`src/rtl/seven_seg_decoder.sv`:
```
// Recovers the hex nibble from sampled 7-segment lines, with a stability filter.
// Optional saturating invalid-pattern counter enabled by SEG_ERR_CNT_EN.
module seven_seg_decoder #(
  parameter int STABLE_CYCLES = 16
) (
  input  logic       i_Clk,
  input  logic       i_Rst_L,
  input  logic       i_Segment_A,
  input  logic       i_Segment_B,
  input  logic       i_Segment_C,
  input  logic       i_Segment_D,
  input  logic       i_Segment_E,
  input  logic       i_Segment_F,
  input  logic       i_Segment_G,
  output logic [3:0] o_Binary_Num,
  output logic       o_Valid,
  output logic       o_Invalid,
  output logic       o_Blank
`ifdef SEG_ERR_CNT_EN
  ,
  output logic [7:0] o_Err_Count
`endif
);

  localparam logic [15:0] LastCount = 16'(STABLE_CYCLES - 1);

  logic [6:0]  segIn;
  logic [6:0]  sync1_q, sync2_q;
  logic [6:0]  cand_q, cand_d;
  logic [15:0] cnt_q, cnt_d;
  logic [6:0]  last_q, last_d;
  logic [3:0]  num_q, num_d;
  logic        valid_q, valid_d;
  logic        invalid_q, invalid_d;
  logic        blank_q, blank_d;
  logic [4:0]  decoded;

  assign segIn = {i_Segment_A, i_Segment_B, i_Segment_C, i_Segment_D,
                  i_Segment_E, i_Segment_F, i_Segment_G};

  // Returns {hit, nibble}; hit is low for anything that is not a hex glyph.
  function automatic logic [4:0] decodeSeg(input logic [6:0] p);
    case (p)
      7'h7E:   decodeSeg = 5'h10;
      7'h30:   decodeSeg = 5'h11;
      7'h6D:   decodeSeg = 5'h12;
      7'h79:   decodeSeg = 5'h13;
      7'h33:   decodeSeg = 5'h14;
      7'h5B:   decodeSeg = 5'h15;
      7'h5F:   decodeSeg = 5'h16;
      7'h70:   decodeSeg = 5'h17;
      7'h7F:   decodeSeg = 5'h18;
      7'h7B:   decodeSeg = 5'h19;
      7'h77:   decodeSeg = 5'h1A;
      7'h1F:   decodeSeg = 5'h1B;
      7'h4E:   decodeSeg = 5'h1C;
      7'h3D:   decodeSeg = 5'h1D;
      7'h4F:   decodeSeg = 5'h1E;
      7'h47:   decodeSeg = 5'h1F;
      default: decodeSeg = 5'h00;
    endcase
  endfunction

  assign decoded = decodeSeg(cand_q);

  // The counter parks at its last value once stable, so a held pattern is accepted once.
  always_comb begin
    cand_d    = cand_q;
    cnt_d     = cnt_q;
    last_d    = last_q;
    num_d     = num_q;
    valid_d   = 1'b0;
    invalid_d = 1'b0;
    blank_d   = blank_q;
    if (sync2_q != cand_q) begin
      cand_d = sync2_q;
      cnt_d  = '0;
    end else if (cnt_q < LastCount) begin
      cnt_d = cnt_q + 16'd1;
    end else if (cand_q != last_q) begin
      last_d = cand_q;
      if (cand_q == 7'h00) begin
        blank_d = 1'b1;
      end else if (decoded[4]) begin
        num_d   = decoded[3:0];
        valid_d = 1'b1;
        blank_d = 1'b0;
      end else begin
        invalid_d = 1'b1;
        blank_d   = 1'b0;
      end
    end
  end

  always_ff @(posedge i_Clk or negedge i_Rst_L) begin
    if (!i_Rst_L) begin
      sync1_q   <= '0;
      sync2_q   <= '0;
      cand_q    <= '0;
      cnt_q     <= '0;
      last_q    <= '0;
      num_q     <= '0;
      valid_q   <= 1'b0;
      invalid_q <= 1'b0;
      blank_q   <= 1'b1;
    end else begin
      sync1_q   <= segIn;
      sync2_q   <= sync1_q;
      cand_q    <= cand_d;
      cnt_q     <= cnt_d;
      last_q    <= last_d;
      num_q     <= num_d;
      valid_q   <= valid_d;
      invalid_q <= invalid_d;
      blank_q   <= blank_d;
    end
  end

  assign o_Binary_Num = num_q;
  assign o_Valid      = valid_q;
  assign o_Invalid    = invalid_q;
  assign o_Blank      = blank_q;

`ifdef SEG_ERR_CNT_EN
  logic [7:0] errCnt_q, errCnt_d;

  assign errCnt_d = (invalid_d && errCnt_q != 8'hFF) ? errCnt_q + 8'd1 : errCnt_q;

  always_ff @(posedge i_Clk or negedge i_Rst_L) begin
    if (!i_Rst_L) errCnt_q <= '0;
    else          errCnt_q <= errCnt_d;
  end

  assign o_Err_Count = errCnt_q;
`endif

endmodule

```
`config.mk`:
```
export PLATFORM = sky130hd
export DESIGN_NAME = seven_seg_decoder
export DESIGN_NICKNAME = d
export VERILOG_FILES = /design/src/rtl/seven_seg_decoder.sv
export SDC_FILE = /design/constraint.sdc
export NUM_CORES = 1
export LEC_CHECK = 0
export BUFFER_PORTS_ARGS = -buffer_cell sky130_fd_sc_hd__buf_2
export CAP_MARGIN = 10
export CORE_MARGIN = 1.5
export CORE_UTILIZATION = 47
export DETAILED_ROUTE_END_ITERATION = 8
export GPL_ROUTABILITY_DRIVEN = 1
export GPL_TIMING_DRIVEN = 0
export HOLD_SLACK_MARGIN = 0.06
export SYNTH_ARGS = -nofsm -noshare
export SYNTH_HDL_FRONTEND = slang
export SYNTH_SLANG_ARGS = --single-unit
```
`constraint.sdc`:
```
create_clock -name i_Clk -period 2.4 [get_ports i_Clk]
set_input_delay 0.24 -clock i_Clk [delete_from_list [all_inputs] [get_ports i_Clk]]
set_output_delay 0.24 -clock i_Clk [all_outputs]
set_load 0.05 [all_outputs]
```
==> summary.md <==
| Metric | Value |
|---|---|
| WP data arrival | 2.47 ns |
| Crit path max-delay cell type | dfrtp_1 |
| Clk_skew | 0.00521 ns |
| Post-synthesis register bit count | around 50 |
| Final min period | 2.27 ns |
| Placement Cell Area | roughly 2400 µm² |
| Finished Cell Area | between 2000 and 3000 µm² |
| Worst slew pin tran | ~0.43 ns |
| Mapped Area | between 2000 and 2500 µm² |
| Sw frac | 24.1% |
| Final HPWL DP | between 2000 and 3000 µm |
| Largest net degree at the start of global routing | between 50 and 60 |
| Crit share post-route | 94.7% |
| Slew HR | 71.4% |
| Netlist cell types | 50 |
| CTS sink cnt | 51 |
| Post-CTS Resized | 0 |
| GRT overflow | 0 |
| Final setup TNS | 0 ns |
| Layout area overhead | 16.1% |
| Max-cap violations | 0 |
| P_leak | 1.24 nW |
| Pwr/cell area | 569 nW/µm² |
| DR vias | between 1,000 and 1,500 |
| Core Footprint | 4690 µm² |
| PortBufs | 15 |
| Maximum vdd drop | slightly below 0.4 mV |
| FF/Latch Area | 1280 µm² |
| Final setup vio count | 0 |
| CP cell instances | buf_6 -> xnor2_2 -> nand4_2 -> nor4_4 -> buf_4 -> and3_1 -> buf_6 -> nor3b_4 -> mux2_4 |
| Crit-path most repeated cell | buf_6 |
| Fmax | 440 MHz |
| Post-synth ARST share | 100% |
| Main synth FF type | dfrtp_1 |
| Proportion of layout cells with a drive suffix above 1 | 25.2% |
| Die X | just over 70 µm |
| GR Util All Layers | between 10% and 20% |
| Final #Nets | 231 |
| Filler cells | between 300 and 400 |
| Root Buffer | clkbuf_8 |
| Crit-path leading delay family | simple AND/OR/NAND/NOR gates |
| Crit end category | flop |
| P_int | 0.00114 W |
| Antenna cells | 0 |
| Initial Util | about 49% |
| Clock Pin Slew Worst Setup and Hold Paths | approximately 0.090 ns |
| Synth Instances | between 150 and 200 |
| Final Wtd Congestion | ~0.96 |
| Die area | ~5300 µm² |
| CTS H-Tree Depth | 2 |
| NetSw | 0.000364 W |
| DRC | 0 |
| Clk_lat worst skew | 0.30 ns |
| Critical path launch point type | flop |
| Register area share after synthesis | 56.0% |
| Max Slew Vio Count | 0 |
| Routed WL | 3950 µm |
| RSZ-0062 raised after global routing | false |
| Worst hold margin | 0.309 ns |
| Crit path largest cell delay | 0.38 ns |
| Reg power frac | 59.0% |
| Worst min path class | in2async |
| Detailed Routing Iterations Pass 1 | 5 |
| Io pins | 16 |
| FP Rows | 25 |
| Syn Nets | roughly 200 |
| Post-synth EDFFs | 0 |
| Die height | 72.6 µm |
| Via/cell ratio | between 5 and 6 |
| WP buf/inv | 3 |
| CTS tree | done |
| Gate power share | 8.9% |
| Longest Clk Path Bufs | 2 |
| Status | completed |
| First-pass GRT wire length | 6590 µm |
| Initial antenna violation count | 0 |
| Clk pwr share | around a third |
| Syn avg cell area | ~12 µm² |
| WP data required | 2.59 ns |
| CTS Buf Count | 5 |
| Fin. Hold Viols | 0 |
| Antenna Violating Nets Remaining | 0 |
| Iteration-0 DRC Markers | 66 |
| Ys Warns | 0 |
| Final Util | 56.4% |
| Critical Path Fanout Max | 8 |
| WL per Instance | 14.3 µm |
| Setup Crit Path Kind | reg2reg |
| Area of the multi-input gates | 887 µm² |
| Vias in the first global route | about 1,400 |
[cell usage after synthesis (all sizes together), types with 2 or more instances]
| cell | n | area [µm²] |
|---|---|---|
| nor2 | 3 | 11.3 |
| nand2b | 2 | 12.5 |
| o21ai | 3 | 15.0 |
| mux2 | 11 | 135 |
| nor4 | 6 | 52.6 |
| dfrtp | 50 | 1250 |
| nor2b | 7 | 43.8 |
| xor2 | 8 | 70.1 |
| nand3 | 4 | 20.0 |
| o22ai | 3 | 18.8 |
| clkbuf | 12 | 45.0 |
| a41o | 2 | 20.0 |
| and2 | 13 | 82.6 |
| xnor2 | 10 | 110 |
| o211ai | 2 | 15.0 |
| inv | 3 | 11.3 |
| and3 | 3 | 18.8 |
| nand2 | 10 | 37.5 |
| nand4 | 3 | 25.0 |
| buf | 7 | 58.8 |
[cells by family (layout without fill, tap and decap cells)]
family                     Yosys count  count (layout)  share of synthesized area [%]
and+or+nand+nor                     56              56                           15.4
xor gates and xnor gates            18              18                           7.90
muxes                               12              12                           6.37
DFF                                 51              51                           56.0
adders and majority gates            2               2                          0.988
AOI/OAI and AO/OA                   24              24                           8.23
buffers and inverters               22              59                           5.05
[area by class of cell]
| type | count | area share (%) |
|---|---|---|
| buffer | 19 | 3.92 |
| clock buffer | 5 | 2.60 |
| clock inverter | 3 | 0.709 |
| inverter | 3 | 0.425 |
| multi-input combinational | 112 | 33.5 |
| sequential | 51 | 48.3 |
| tap | 54 | 2.55 |
| timing repair buffer | 29 | 8.03 |
[sequential cells by signal, summed over array words and instances, names as in the netlist]
signal	cells
o_Binary_Num	4
o_Valid	1
o_Blank	1
last_q	7
sync2_q	7
cnt_q	16
o_Invalid	1
sync1_q	7
cand_q	7
[worst paths after layout]
path / startpoint / endpoint / slack, ns / cells past startpoint
worst min register to register: sync1_q[0]$_DFF_PN0_ / sync2_q[0]$_DFF_PN0_ / 0.36 / 0
min in group i_Clk: sync1_q[0]$_DFF_PN0_ / sync2_q[0]$_DFF_PN0_ / 0.36 / 0
worst min-delay path: i_Rst_L / o_Binary_Num[0]$_DFFE_PN0P_ / 0.31 / 2
max in group asynchronous: i_Rst_L / o_Blank$_DFFE_PN1P_ / 1.57 / 3
worst max-delay path: cand_q[0]$_DFFE_PN0N_ / o_Binary_Num[2]$_DFFE_PN0P_ / 0.13 / 9
worst max register to register: cand_q[0]$_DFFE_PN0N_ / o_Binary_Num[2]$_DFFE_PN0P_ / 0.13 / 9
[cells in the final DEF (no fill, tap or decap), drive strengths merged, types with 2 or more instances in the layout]
cell	n
mux2	11
xor2	8
o211ai	2
dlygate4sd3	8
buf	28
inv	4
o22ai	3
nand2	10
nor2b	7
nand3	4
clkbuf	17
nor2	3
nand2b	2
and2	13
dfrtp	50
xnor2	10
o21ai	3
nor4	6
clkinv	2
and3	3
nand4	3
a41o	2
[through the flow]
| stage | cells | setup WS, ns | total power (W) |
|---|---|---|---|
| 6_report | 276 | 0.128 | 0.00151 |
| 3_5_place_dp | 254 | 0.0475 | 0.00103 |
| 3_3_place_gp | 254 | 0.0811 | 0.00102 |
| 4_1_cts | 269 | 0.0298 | 0.00152 |
| 5_1_grt | 276 | 0.000980 | 0.00157 |
| 2_1_floorplan | 185 | 0.331 | 0.000985 |
[repair_timing]
action / in CTS / in global routing
endpoints found under the setup margin: 0 / 3
hold endpoints to repair: 7 / 7
hold buffers: 7 / 1
setup buffers: 0 / 5
[power by group through the flow]
stage               logic [W]  registers (W)  clock network (W)
floorplan           0.0000821       0.000903                  0
global placement     0.000117       0.000905                  0
detailed placement   0.000121       0.000906                  0
CTS                  0.000130       0.000889           0.000506
global route         0.000149       0.000891           0.000533
finish               0.000135       0.000888           0.000483
[layer usage]
metal  track usage [%]  routed length, µm
met1              21.1               1760
met2              26.9               1960
met4              6.50                 40
met5                 0                  0
met3              4.42                179
No activity file was read; power rests on OpenSTA's default activity.
